==> config.mk <==
export PLATFORM = sky130hd
export DESIGN_NAME = alu_exec_ctrl
export DESIGN_NICKNAME = d
export VERILOG_FILES = /design/src/rtl/alu_exec_ctrl.sv
export SDC_FILE = /design/constraint.sdc
export NUM_CORES = 1
export LEC_CHECK = 0
export BUFFER_PORTS_ARGS = -buffer_cell sky130_fd_sc_hd__buf_2
export CORE_ASPECT_RATIO = 2
export CORE_MARGIN = 3
export CORE_UTILIZATION = 55
export DETAILED_ROUTE_END_ITERATION = 16
export PLACE_DENSITY_LB_ADDON = 0.2
export SYNTH_ARGS = -nofsm -noshare
export SYNTH_HDL_FRONTEND = slang
export SYNTH_SLANG_ARGS = --single-unit
==> constraint.sdc <==
create_clock -name clk -period 8.9 [get_ports clk]
set_input_delay 1.78 -clock clk [delete_from_list [all_inputs] [get_ports clk]]
set_output_delay 1.78 -clock clk [all_outputs]
set_load 0.05 [all_outputs]
==> src/rtl/alu_exec_ctrl.sv <==
// Execute-stage sequencer: issues single-cycle ALU ops and runs a radix-2 restoring divider.
// Latency: ALU ops 1+ALU_LAT cycles; divide specials 1 cycle; normal divide W+2 cycles.
// Backpressure: one op in flight; req_ready only in IDLE; result held in DONE until resp_ready.
//
// Ports:
//   clk, rstn (sync, active-low), flush (sync abort of any in-flight op)
//   req_*   : issue handshake plus op kind and divide operands
//   alu_*   : one-cycle enable pulse out, registered ALU result in
//   resp_*  : result handshake; resp_result is stable while resp_valid is high
//   busy    : controller is not idle
module alu_exec_ctrl #(
    parameter int W       = 32,
    parameter int ALU_LAT = 1
) (
    input  logic         clk,
    input  logic         rstn,
    input  logic         flush,
    input  logic         req_valid,
    output logic         req_ready,
    input  logic         req_is_div,
    input  logic         req_signed,
    input  logic         req_rem,
    input  logic [W-1:0] req_rs1,
    input  logic [W-1:0] req_rs2,
    output logic         alu_enabled,
    input  logic [W-1:0] alu_result,
    output logic         resp_valid,
    input  logic         resp_ready,
    output logic [W-1:0] resp_result,
    output logic         busy
);

    typedef enum logic [2:0] {
        IDLE,
        ALU_ISSUE,
        ALU_WAIT,
        DIV_RUN,
        DIV_FIX,
        DONE
    } state_t;

    localparam int CW = $clog2(W + ALU_LAT) + 1;
    localparam logic [CW-1:0] STEP_LAST = CW'(W - 1);
    localparam logic [CW-1:0] ALU_LAST  = CW'(ALU_LAT - 1);
    localparam logic [W-1:0]  MIN_NEG   = {1'b1, {(W-1){1'b0}}};

    state_t        state, state_nxt;
    logic [CW-1:0] cnt, cnt_nxt;

    // Divider working registers. quo starts as |dividend| and fills with quotient bits
    // as the dividend shifts out; for special cases it carries the final answer instead.
    logic [W-1:0]  quo;
    logic [W-1:0]  rem;
    logic [W-1:0]  dvs;
    logic          neg_q;
    logic          neg_r;
    logic          sel_rem;
    logic          spec;
    logic          div_start;
    logic [W-1:0]  resp_q;

    logic          accept;
    logic          spec_in;
    logic [W-1:0]  spec_res;
    logic [W-1:0]  abs1;
    logic [W-1:0]  abs2;
    logic [W:0]    rem_sh;
    logic [W:0]    diff;
    logic [W-1:0]  q_fix;
    logic [W-1:0]  r_fix;

    assign accept = req_valid && (state == IDLE);

    // Operand conditioning and special-case detection at accept time.
    always_comb begin
        abs1     = (req_signed && req_rs1[W-1]) ? -req_rs1 : req_rs1;
        abs2     = (req_signed && req_rs2[W-1]) ? -req_rs2 : req_rs2;
        spec_in  = 1'b0;
        spec_res = '0;
        if (req_rs2 == '0) begin
            spec_in  = 1'b1;
            spec_res = req_rem ? req_rs1 : '1;
        end else if (req_signed && (req_rs1 == MIN_NEG) && (req_rs2 == '1)) begin
            spec_in  = 1'b1;
            spec_res = req_rem ? '0 : MIN_NEG;
        end
    end

    // One restoring step: the W+1 bit difference's MSB is the borrow.
    always_comb begin
        rem_sh = {rem, quo[W-1]};
        diff   = rem_sh - {1'b0, dvs};
        q_fix  = neg_q ? -quo : quo;
        r_fix  = neg_r ? -rem : rem;
    end

    always_ff @(posedge clk) begin
        if (!rstn) begin
            state <= IDLE;
            cnt   <= '0;
        end else begin
            state <= state_nxt;
            cnt   <= cnt_nxt;
        end
    end

    always_comb begin
        state_nxt   = state;
        cnt_nxt     = cnt;
        req_ready   = (state == IDLE);
        alu_enabled = (state == ALU_ISSUE);
        resp_valid  = (state == DONE);
        busy        = (state != IDLE);
        case (state)
            IDLE: begin
                if (req_valid) begin
                    state_nxt = req_is_div ? DIV_RUN : ALU_ISSUE;
                    cnt_nxt   = '0;
                end
            end
            ALU_ISSUE: begin
                state_nxt = ALU_WAIT;
                cnt_nxt   = '0;
            end
            ALU_WAIT: begin
                if (cnt == ALU_LAST) begin
                    state_nxt = DONE;
                    cnt_nxt   = '0;
                end else begin
                    cnt_nxt = cnt + 1'b1;
                end
            end
            DIV_RUN: begin
                // The first cycle only resolves special cases; steps follow.
                if (div_start) begin
                    if (spec) state_nxt = DONE;
                end else if (cnt == STEP_LAST) begin
                    state_nxt = DIV_FIX;
                    cnt_nxt   = '0;
                end else begin
                    cnt_nxt = cnt + 1'b1;
                end
            end
            DIV_FIX: state_nxt = DONE;
            DONE: begin
                if (resp_ready) state_nxt = IDLE;
            end
            default: state_nxt = IDLE;
        endcase
        // Abort wins over any handshake in the same cycle.
        if (flush) begin
            state_nxt = IDLE;
            cnt_nxt   = '0;
        end
    end

    always_ff @(posedge clk) begin
        if (!rstn) begin
            quo       <= '0;
            rem       <= '0;
            dvs       <= '0;
            neg_q     <= 1'b0;
            neg_r     <= 1'b0;
            sel_rem   <= 1'b0;
            spec      <= 1'b0;
            div_start <= 1'b0;
            resp_q    <= '0;
        end else if (flush) begin
            div_start <= 1'b0;
        end else begin
            if (accept && req_is_div) begin
                quo       <= spec_in ? spec_res : abs1;
                rem       <= '0;
                dvs       <= abs2;
                neg_q     <= req_signed && (req_rs1[W-1] ^ req_rs2[W-1]);
                neg_r     <= req_signed && req_rs1[W-1];
                sel_rem   <= req_rem;
                spec      <= spec_in;
                div_start <= 1'b1;
            end
            case (state)
                ALU_WAIT: begin
                    if (cnt == ALU_LAST) resp_q <= alu_result;
                end
                DIV_RUN: begin
                    if (div_start) begin
                        div_start <= 1'b0;
                        if (spec) resp_q <= quo;
                    end else if (diff[W]) begin
                        rem <= rem_sh[W-1:0];
                        quo <= {quo[W-2:0], 1'b0};
                    end else begin
                        rem <= diff[W-1:0];
                        quo <= {quo[W-2:0], 1'b1};
                    end
                end
                DIV_FIX: resp_q <= sel_rem ? r_fix : q_fix;
                default: ;
            endcase
        end
    end

    assign resp_result = resp_q;

endmodule

==> results by group <==
Synthesis
  – Post-synth EDFFs: 0
  – Sequential area share after synthesis: around 26%
  – Synth Warn #: 0
  – Area share of the largest cell type after synthesis: about a quarter
  – Post-Synthesis Net Count: around 1700
  – Synth area leader: dfxtp_1
  – Fraction of registers with async set/reset: 0%
  – Top cells by area, synth: dfxtp_1 26%, o21ai_0 7.4%, a21oi_1 6.8%
  – Mapped Area: around 11000 sq um
  – Yosys reg bits: around 140
  – Syn Area/Cell: between 7 and 8 sq um
  – Synth cell types: between 70 and 80
  – Syn Inst Count: around 1500
  – Ys flop type: dfxtp_1

Clock tree
  – Clock Latency Late Sink: roughly 440 ps
  – CTS tree: yes
  – Max Root-Sink Buffers: 2
  – H-Tree Depth: 4
  – Worst-path clk slew: 60 ps
  – Post-CTS setup buffer count: 0
  – CTS root buf: clkbuf_16
  – CTS buffer count: 17
  – Post-cts resize count: 0
  – Hold_buf cts: 0
  – Clock Sinks: 143

Floorplanning
  – Die height: 207 microns
  – Chip width: roughly 110 microns
  – Num ports: 140
  – Core Area: 19500 sq um
  – Starting Density: roughly 57%
  – Die Area: 22000 sq um
  – Row cnt: just over 70

Setup path
  – CP Launch Type: primary input
  – R2R depth: 13
  – Max FO, Critical Path: 17
  – Reg-to-reg endpoint: rem[15]
  – CP cell instances: buf_2 > or4_1 > or3_1 > nor3_2 > nand4_1 > nor2_1 > nor3_1 > a221oi_1 > o21ai_0
  – Worst path arrival time: 5170 ps
  – Delay of the slowest cell on the worst path: approximately 930 ps
  – R2R setup slack: 4750 ps
  – Slowest CP cell: nor2_1
  – Crit Path Class: in -> reg
  – FF-to-FF Start: dvs[5]
  – Critical path capture point type: flip-flop
  – Worst EP required: between 9000 and 10000 ps

Global routing
  – Number of global-route vias before repair: about 12000
  – Initial antenna violation count: 0
  – First-pass GRT wire length: a little over 60000 microns
  – Largest net degree at the start of global routing: 99
  – Gr usage total: 35.7%
  – Grt ovf: 0

Drt
  – DRT iter0 DRCs: roughly 830
  – DRT Wirelength: 40300 microns
  – Via density per instance: approximately 6.6
  – Drt wl/cell: around 22 microns
  – Vias: approximately 12000
  – Post-route ant nets: 0
  – DR pass1 iterations: 7
  – # DRC: 0

Placed design
  – Post-DP HPWL: slightly above 30000 microns
  – Gp weighted congestion: around 0.99
  – Port Buffers: 139

STA
  – RSZ-0062 raised after global routing: no
  – Final Hold Fails: 0
  – # setup viols final: 0
  – Min Tclk post-route: 4850 ps
  – Max Clock Skew: 7.31 ps
  – Period utilization: about 55%
  – Pins Over Slew Limit: 0
  – FMAX: just over 200 MHz
  – Max_slew headroom: between 20% and 30%
  – Measured slew at the worst slew-check pin: approximately 1100 ps
  – Setup Total Neg Slack: 0 ps

Power and ir drop
  – Pwr/cell area: ~150 nW/um^2
  – Net Sw Power: between 0.0005 and 0.0006 W
  – Switching share of power: between 30% and 40%
  – Clock power frac: 39.4%
  – Static leakage: roughly 5.5 nW
  – Internal Power: roughly 0.0012 W
  – Peak VDD IR: approximately 0.13 mV
  – Design Power: 0.00183 W
  – Flop pwr share: around two fifths
  – Comb pwr share: roughly 22%

Worst hold path
  – Source of the worst hold timing path: dvs[31]
  – Worst Hold End: dvs[31]
  – Worst hold stages: 2
  – Hold/Removal Path Class: reg -> reg

Outcome
  – Status: complete, no violations

Layout
  – Area Overhead vs Synth: 12.0%
  – Share of cells above drive strength 1: between 10% and 20%
  – Final net count: ~1700
  – Ant. Diodes: 0
  – Commonest cells after routing, fill and taps aside: 164 x o21ai_0, 161 x nand2_1, 151 x a21oi_1
  – Commonest non-fill, non-tap cell in the layout: o21ai_0

Job
  – Max-Cap Viols: 0
cell usage after synthesis (16+ instances only):
| cell type | instances |
|---|---|
| a21o_1 | 17 |
| o211a_1 | 39 |
| o31ai_1 | 33 |
| nand2b_1 | 18 |
| nor2_1 | 118 |
| nand3_1 | 25 |
| xor2_1 | 53 |
| or3_1 | 23 |
| ha_1 | 39 |
| xnor2_1 | 54 |
| clkbuf_1 | 96 |
| o221ai_1 | 17 |
| dfxtp_1 | 143 |
| a221oi_1 | 29 |
| nand4_1 | 16 |
| a21oi_1 | 151 |
| o41ai_1 | 17 |
| nor3_1 | 24 |
| nand2_1 | 161 |
| inv_1 | 61 |
| o21ai_0 | 164 |
layout make-up:
| class | instances | area (sq um) |
|---|---|---|
| Multi-Input combinational cell | 1207 | 7630 |
| Timing Repair Buffer | 152 | 793 |
| Sequential cell | 143 | 2860 |
| Clock buffer | 20 | 457 |
| Tap cell | 259 | 324 |
| Inverter | 62 | 233 |
| Fill cell | 1914 | 7110 |
| Clock inverter | 12 | 134 |
worst max-delay path, delay by kind of cell:
kind                   cells  cell delay, ps
buffers and inverters      1             120
and+or+nand+nor            6            2770
AOI/OAI and AO/OA          2             510
layer usage:
| layer | vias up | part of all wire, % | global-route usage [%] |
|---|---|---|---|
| met4 | 0 | 10 | 32.1 |
| met5 | - | 0 | 0 |
| met3 | 220 | 5.2 | 5.73 |
| li1 | 5739 | - | - |
| met1 | 5822 | 32 | 32.7 |
| met2 | 547 | 52 | 66.3 |
sequential cells by signal, indices dropped and copies added (netlist names), 3 cells and up:
register,flops
cnt,7
dvs,32
quo,32
rem,32
resp_result,32
state,3
per-stage QoR:
step	instances	utilization, %	hold slack, ps	cell area, sq um	setup WS [ps]
after CTS	1855	63.6	477	12400	4150
after global placement	1823	60.6	453	11800	3790
after detailed placement	1823	60.6	471	11800	3670
final	1855	63.6	477	12400	4050
after floorplan	1518	-	441	11100	4500
after global routing	1855	63.6	511	12400	3900
power by group through the flow:
| stage | Clock [W] | Sequential (W) | Combinational, W |
|---|---|---|---|
| 2_1_floorplan | 0 | 0.000714 | 0.000267 |
| 3_3_place_gp | 0 | 0.000711 | 0.000397 |
| 3_5_place_dp | 0 | 0.000712 | 0.000401 |
| 6_report | 0.000720 | 0.000700 | 0.000409 |
| 5_1_grt | 0.000751 | 0.000700 | 0.000445 |
| 4_1_cts | 0.000723 | 0.000698 | 0.000402 |
worst max-delay path by stage:
stage / end / from / slack, ps
2_1_floorplan: dvs[29] / req_rs2[10] / 4500
3_3_place_gp: quo[2] / req_rs1[10] / 3790
3_5_place_dp: quo[2] / req_rs1[10] / 3670
4_1_cts: quo[2] / req_rs1[10] / 4150
5_1_grt: quo[3] / req_rs1[10] / 3900
6_report: quo[2] / req_rs1[10] / 4050
cell families after synthesis:
family | share of synthesized area (%)
compound gates | 34.4
xor+xnor | 8.44
fa+ha+maj | 4.57
buf+inv | 5.81
flops | 25.8
mux | 0.992
simple gates | 20.0
(Power assumes the default switching activity.)
